### config.mk
export PLATFORM = sky130hd
export DESIGN_NAME = note_tick_voices
export DESIGN_NICKNAME = d
export VERILOG_FILES = /design/src/rtl/note_tick_pkg.sv /design/src/rtl/note_voice_counter.sv /design/src/rtl/note_tick_voices.sv
export SDC_FILE = /design/constraint.sdc
export NUM_CORES = 1
export LEC_CHECK = 0
export BUFFER_PORTS_ARGS = -buffer_cell sky130_fd_sc_hd__buf_2
export CORE_ASPECT_RATIO = 1.2
export CORE_MARGIN = 2
export CORE_UTILIZATION = 25
export CTS_CLUSTER_DIAMETER = 200
export DETAILED_ROUTE_END_ITERATION = 8
export REMOVE_ABC_BUFFERS = 1
export SETUP_SLACK_MARGIN = 0.3
export SLEW_MARGIN = 25
export SYNTH_ARGS = -nofsm -noshare
export SYNTH_HDL_FRONTEND = slang
export SYNTH_SLANG_ARGS = --single-unit
### constraint.sdc
create_clock -name clk -period 7.2 [get_ports clk]
set_input_delay 0.72 -clock clk [delete_from_list [all_inputs] [get_ports clk]]
set_output_delay 0.72 -clock clk [all_outputs]
set_load 0.1 [all_outputs]
### src/rtl/note_tick_pkg.sv
// rtl/note_tick_pkg.sv - shared octave table, note width and FSM states for note_tick_voices
package note_tick_pkg;

  localparam int NOTE_W = 7;

  // Half-period in sample ticks for the lowest octave, notes 0..11
  localparam logic [23:0] OCTAVE_TICKS [12] = '{
    24'd23889, 24'd22548, 24'd21282, 24'd20088,
    24'd18960, 24'd17896, 24'd16892, 24'd15944,
    24'd15049, 24'd14204, 24'd13407, 24'd12654
  };

  typedef enum logic [1:0] {
    IDLE   = 2'd0,
    DIVIDE = 2'd1,
    LOAD   = 2'd2
  } state_t;

  // Table read that stays defined for the unused remainder codes 12..15
  function automatic logic [23:0] octave_lookup(input logic [3:0] idx);
    logic [23:0] val;
    val = '0;
    if (idx < 4'd12) begin
      val = OCTAVE_TICKS[idx];
    end
    return val;
  endfunction

endpackage

### src/rtl/note_voice_counter.sv
// rtl/note_voice_counter.sv - one voice: period register, phase counter, square and edge outputs
module note_voice_counter
  import note_tick_pkg::*;
#(
  parameter int TICK_WIDTH = 24
) (
  input  logic                  clk,
  input  logic                  reset_n,
  input  logic                  sample_tick,
  input  logic                  load,
  input  logic [TICK_WIDTH-1:0] load_ticks,
  input  logic                  note_off,
  output logic                  active,
  output logic                  square,
  output logic                  toggle,
  output logic [TICK_WIDTH-1:0] ticks
);

  logic [TICK_WIDTH-1:0] phase;
  logic                  terminal;

  // >= rather than == so a period shortened under a running phase wraps at once
  assign terminal = (phase >= (ticks - TICK_WIDTH'(1)));

  // Load/retrigger beats note-off beats counting; a tick on the load cycle is dropped
  always_ff @(posedge clk or negedge reset_n) begin
    if (!reset_n) begin
      active <= 1'b0;
      square <= 1'b0;
      toggle <= 1'b0;
      phase  <= '0;
      ticks  <= '0;
    end else begin
      toggle <= 1'b0;
      if (load) begin
        ticks  <= load_ticks;
        phase  <= '0;
        square <= 1'b0;
        active <= 1'b1;
      end else if (note_off) begin
        active <= 1'b0;
        square <= 1'b0;
        phase  <= '0;
      end else if (active && sample_tick) begin
        if (terminal) begin
          phase  <= '0;
          square <= ~square;
          toggle <= 1'b1;
        end else begin
          phase <= phase + TICK_WIDTH'(1);
        end
      end
    end
  end

endmodule

### src/rtl/note_tick_voices.sv
// rtl/note_tick_voices.sv - multi-voice note to half-period lookup with per-voice square generators
module note_tick_voices
  import note_tick_pkg::*;
#(
  parameter int NUM_VOICES = 4,
  parameter int TICK_WIDTH = 24,
  parameter int VOICE_W    = (NUM_VOICES > 1) ? $clog2(NUM_VOICES) : 1
) (
  input  logic                             clk,
  input  logic                             reset_n,
  input  logic                             sampleTick,
  input  logic                             cmdValid,
  output logic                             cmdReady,
  input  logic                             cmdNoteOn,
  input  logic [VOICE_W-1:0]               cmdVoice,
  input  logic [NOTE_W-1:0]                cmdNote,
  output logic [NUM_VOICES-1:0]            voiceActive,
  output logic [NUM_VOICES-1:0]            voiceSquare,
  output logic [NUM_VOICES-1:0]            voiceEdge,
  output logic [NUM_VOICES*TICK_WIDTH-1:0] voiceTicks
);

  localparam logic [VOICE_W:0] VOICE_LIMIT = (VOICE_W+1)'(NUM_VOICES);

  state_t               state;
  state_t               next_state;
  logic [NOTE_W-1:0]    rem;
  logic [3:0]           oct;
  logic [VOICE_W-1:0]   cur_voice;
  logic                 accept;
  logic                 voice_ok;
  logic                 start;
  logic                 stop;
  logic [23:0]          base_ticks;
  logic [TICK_WIDTH-1:0] load_ticks;

  assign accept   = cmdValid && cmdReady;
  assign voice_ok = ({1'b0, cmdVoice} < VOICE_LIMIT);

  // Remainder indexes the octave table, quotient is the octave shift
  assign base_ticks = octave_lookup(rem[3:0]);
  assign load_ticks = TICK_WIDTH'(base_ticks >> oct);

  // Next state plus the one-cycle start/stop strobes for an accepted command
  always_comb begin
    next_state = state;
    start      = 1'b0;
    stop       = 1'b0;
    unique case (state)
      IDLE: begin
        if (accept && voice_ok) begin
          if (cmdNoteOn) begin
            start      = 1'b1;
            next_state = DIVIDE;
          end else begin
            stop = 1'b1;
          end
        end
      end
      DIVIDE: begin
        if (rem < NOTE_W'(12)) begin
          next_state = LOAD;
        end
      end
      LOAD: begin
        next_state = IDLE;
      end
      default: begin
        next_state = IDLE;
      end
    endcase
  end

  // State register; ready is registered from the next state so it is glitch-free
  always_ff @(posedge clk or negedge reset_n) begin
    if (!reset_n) begin
      state    <= IDLE;
      cmdReady <= 1'b1;
    end else begin
      state    <= next_state;
      cmdReady <= (next_state == IDLE);
    end
  end

  // Divide-by-12 by repeated subtraction: one subtraction per cycle
  always_ff @(posedge clk or negedge reset_n) begin
    if (!reset_n) begin
      rem       <= '0;
      oct       <= '0;
      cur_voice <= '0;
    end else if (start) begin
      rem       <= cmdNote;
      oct       <= '0;
      cur_voice <= cmdVoice;
    end else if ((state == DIVIDE) && (rem >= NOTE_W'(12))) begin
      rem <= rem - NOTE_W'(12);
      oct <= oct + 4'd1;
    end
  end

  for (genvar v = 0; v < NUM_VOICES; v++) begin : g_voice
    logic load_v;
    logic off_v;

    assign load_v = (state == LOAD) && (cur_voice == VOICE_W'(v));
    assign off_v  = stop && (cmdVoice == VOICE_W'(v));

    note_voice_counter #(
      .TICK_WIDTH(TICK_WIDTH)
    ) u_counter (
      .clk        (clk),
      .reset_n    (reset_n),
      .sample_tick(sampleTick),
      .load       (load_v),
      .load_ticks (load_ticks),
      .note_off   (off_v),
      .active     (voiceActive[v]),
      .square     (voiceSquare[v]),
      .toggle     (voiceEdge[v]),
      .ticks      (voiceTicks[v*TICK_WIDTH +: TICK_WIDTH])
    );
  end

endmodule

==> impl_metrics.env <==
export IMPL_crit_path_max_fanout=16
export IMPL_drt_iter0_markers=752
export IMPL_synth_avg_cell_area_um2=8.63
export IMPL_holdCritPathClass="in -> async"
export IMPL_total_number_of_vias=10900
export IMPL_grt_pass1_vias=10600
export IMPL_cts_repair_timing_setup_buffer_count=0
export IMPL_number_of_synthesized_register_bits=184
export IMPL_worstSetupStartpointType="flop"
export IMPL_drv_slew=0
export IMPL_viasPerCell=4.92
export IMPL_clock_skew_ps=13.6
export IMPL_setup_worst_path_class="reg -> reg"
export IMPL_endpoint_kind="flop"
export IMPL_final_core_util_pct=28.2
export IMPL_placement_cell_area_um2=13800
export IMPL_share_of_post_route_cells_with_drive_strength_above_1_pct=10.4
export IMPL_core_area_um2=51200
export IMPL_postCtsResizedCells=0
export IMPL_globalplace_congestion=0.898
export IMPL_drt_pass1_iterations=5
export IMPL_wl_um=36400
export IMPL_cpMaxStageDelayCell="nor4_1"
export IMPL_max_cap_viol_count=0
export IMPL_grt_max_degree=108
export IMPL_synth_seq_area_share_pct=35.6
export IMPL_drcViolationCount=0
export IMPL_cts_root_buf="clkbuf_16"
export IMPL_clkSinkCount=184
export IMPL_chipHeight_um=253
export IMPL_synth_top_area_cell="dfrtp_1"
export IMPL_synthesis_yosys_warnings=0
export IMPL_final_nets=1675
export IMPL_cp_cell_sequence="nor4_1 > nand2_1 > nor4_1 > nand3b_1 > xor2_1 > ha_1 > nand4_1 > nor3_1 > nand3_1 > o211ai_1 > nand2_1 > nand2_1 > nor2_1"
export IMPL_cts_inserted_buffers=17
export IMPL_synthesis_instances=1498
export IMPL_filler_cells_inserted=5467
export IMPL_fin_setup_tns_ps=0
export IMPL_ctsHoldBuffers=0
export IMPL_final_cell_area_um2=14400
export IMPL_cpPeakStageDelay_ps=790
export IMPL_crit_start="g_voice[1].u_counter.ticks[4]"
export IMPL_worst_path_most_repeated_cell="nand2_1"
export IMPL_worst_rel_slew_slack_pct=29.2
export IMPL_ys_top_cells_by_count="215 x nand2_1, 183 x dfrtp_1, 146 x nor2_1, 112 x ha_1, 91 x o21ai_0"
export IMPL_row_count=91
export IMPL_routed_wire_length_per_instance_um=16.4
export IMPL_synth_async_sr_flop_share_pct=100
export IMPL_synth_top_area_share_pct=35.4
export IMPL_grtUsageTotal_pct=13.7
export IMPL_postSynth_topFlopCell="dfrtp_1"
export IMPL_clock_tree_from_tritoncts="yes"
export IMPL_library_cell_with_the_highest_instance_count_after_synthesis="nand2_1"
export IMPL_critPathRequiredTime_ps=7510
export IMPL_period_needed_ps=4580
export IMPL_min_period_over_period_pct=63.5
export IMPL_htree_levels=4
export IMPL_clock_insertion_delay_worst_skew_ps=460
export IMPL_setup_viol=0
export IMPL_timing_critical_path_arrival_ps=4890
export IMPL_design_die_area_um2=53600
export IMPL_synthDistinctLibCells=78
export IMPL_antenna_left=0
export IMPL_n_antenna_cell=0
export IMPL_synth_area_um2=12900
export IMPL_post_synth_edffs=0
export IMPL_report_final_hold_viol_count=0
export IMPL_die_outline_width_um=212
export IMPL_global_route_total_overflow=0
export IMPL_outcome="complete, no violations"
export IMPL_cts_buffer_depth=2
export IMPL_dp_hpwl_um=27900
export IMPL_post_synth_main_area_contributors="dfrtp_1 35%, ha_1 11%, nand2_1 6.2%"
export IMPL_path_clk_slew_ps=80
export IMPL_rsz0062_at_grt="false"
export IMPL_pin_count=123
export IMPL_start_util_pct=25.2
export IMPL_max_freq_mhz=219
export IMPL_io_buffer_count=86
export IMPL_worstReg2RegStart="g_voice[1].u_counter.ticks[4]"
export IMPL_grt_first_pass_wirelength_um=57900
export IMPL_number_of_antenna_violations_at_the_first_check_in_global_routing=3
export IMPL_synthToLayoutAreaGrowth_pct=11.6
export IMPL_tightest_slew_ps=1050
-- cells by family (layout without fill, tap and decap cells) --
family,count (synthesis),in the layout,synth area share (%)
mux,19,19,1.68
flops,184,184,35.6
other cells,1,36,0.0290
buf+inv,126,155,5.27
xor+xnor,131,131,8.87
compound gates,272,272,13.2
simple gates,653,653,24.5
fa+ha+maj,112,112,10.8
-- final cells by class --
type	count	area [um2]	share of cell area (%)
well taps	651	815	5.64
clock buffers	17	425	2.95
clock inverters	15	180	1.25
repair buffers	90	473	3.28
flip-flops and latches	184	4610	31.9
multi-input cells	1223	7820	54.1
inverters	33	124	0.858
-- through the flow --
stage               instances  hold WS (ps)  worst slack (ps)
floorplan                1440           424              2980
CTS                      2213           417              2620
finish                   2213           348              2620
detailed placement       2181           508              2650
global placement         2181           499              2810
global route             2213           450              2120
-- placed cells by master, fill, tap and decap left out, types with 4 or more instances in the layout --
| cell | n |
|---|---|
| nor4_2 | 5 |
| a21o_1 | 13 |
| o211ai_1 | 8 |
| nand2_1 | 215 |
| o31ai_1 | 7 |
| nor4_1 | 12 |
| nand3b_1 | 11 |
| nor2b_1 | 19 |
| nor2_1 | 146 |
| buf_2 | 85 |
| clkbuf_16 | 17 |
| and2_1 | 8 |
| o21ai_0 | 90 |
| conb_1 | 36 |
| a211oi_1 | 17 |
| or2_2 | 6 |
| or4_1 | 4 |
| o211a_1 | 4 |
| nand2b_1 | 25 |
| dfrtp_1 | 183 |
| a21oi_1 | 72 |
| or3_1 | 14 |
| inv_1 | 31 |
| xnor2_1 | 71 |
| o22ai_1 | 5 |
| xor2_1 | 60 |
| and3_1 | 18 |
| nand3_1 | 61 |
| nand4_1 | 33 |
| nor3_1 | 45 |
| mux2i_1 | 6 |
| a211o_1 | 5 |
| ha_1 | 112 |
| and4_1 | 5 |
| o21a_1 | 6 |
| a221oi_1 | 6 |
| a31oi_1 | 8 |
| nor3b_1 | 8 |
| mux2_2 | 12 |
-- sequential cells by signal (all words and copies together), names as in the netlist --
| name | cells |
|---|---|
| g_voice.u_counter.square | 4 |
| g_voice.u_counter.ticks | 60 |
| rem | 7 |
| g_voice.u_counter.phase | 96 |
| cur_voice | 2 |
| g_voice.u_counter.active | 4 |
| cmdReady | 1 |
| g_voice.u_counter.toggle | 4 |
| oct | 4 |
| state | 2 |
-- worst paths after layout --
kind	slack [ps]	end	cells past startpoint
max reg2reg	2620	g_voice[1].u_counter.phase[23]	13
max	2620	g_voice[1].u_counter.phase[23]	13
min reg2reg	530	g_voice[2].u_counter.active	2
min	350	g_voice[2].u_counter.phase[6]	1
min in group clk	470	rem[6]	3
max in group asynchronous	5510	g_voice[1].u_counter.phase[18]	2
-- critical path, delay by kind of cell, from the launching register on --
kind / cells / cell delay (ps)
xor+xnor: 1 / 190
flops: 1 / 440
compound gates: 1 / 700
fa+ha+maj: 1 / 320
simple gates: 10 / 2780
-- routing by layer --
layer | vias up | global-route usage [%] | share of wire (%) | wire length (um)
met5 | - | 0 | 0.093 | 34
met4 | 6 | 5.25 | 3.1 | 1120
met3 | 61 | 3.40 | 5.4 | 1980
met2 | 226 | 23.3 | 49 | 17700
met1 | 5259 | 16.6 | 43 | 15600
li1 | 5329 | - | - | -
Power is not shown: default switching activity piles up to over one toggle a cycle in this logic, so the estimate is an artifact.
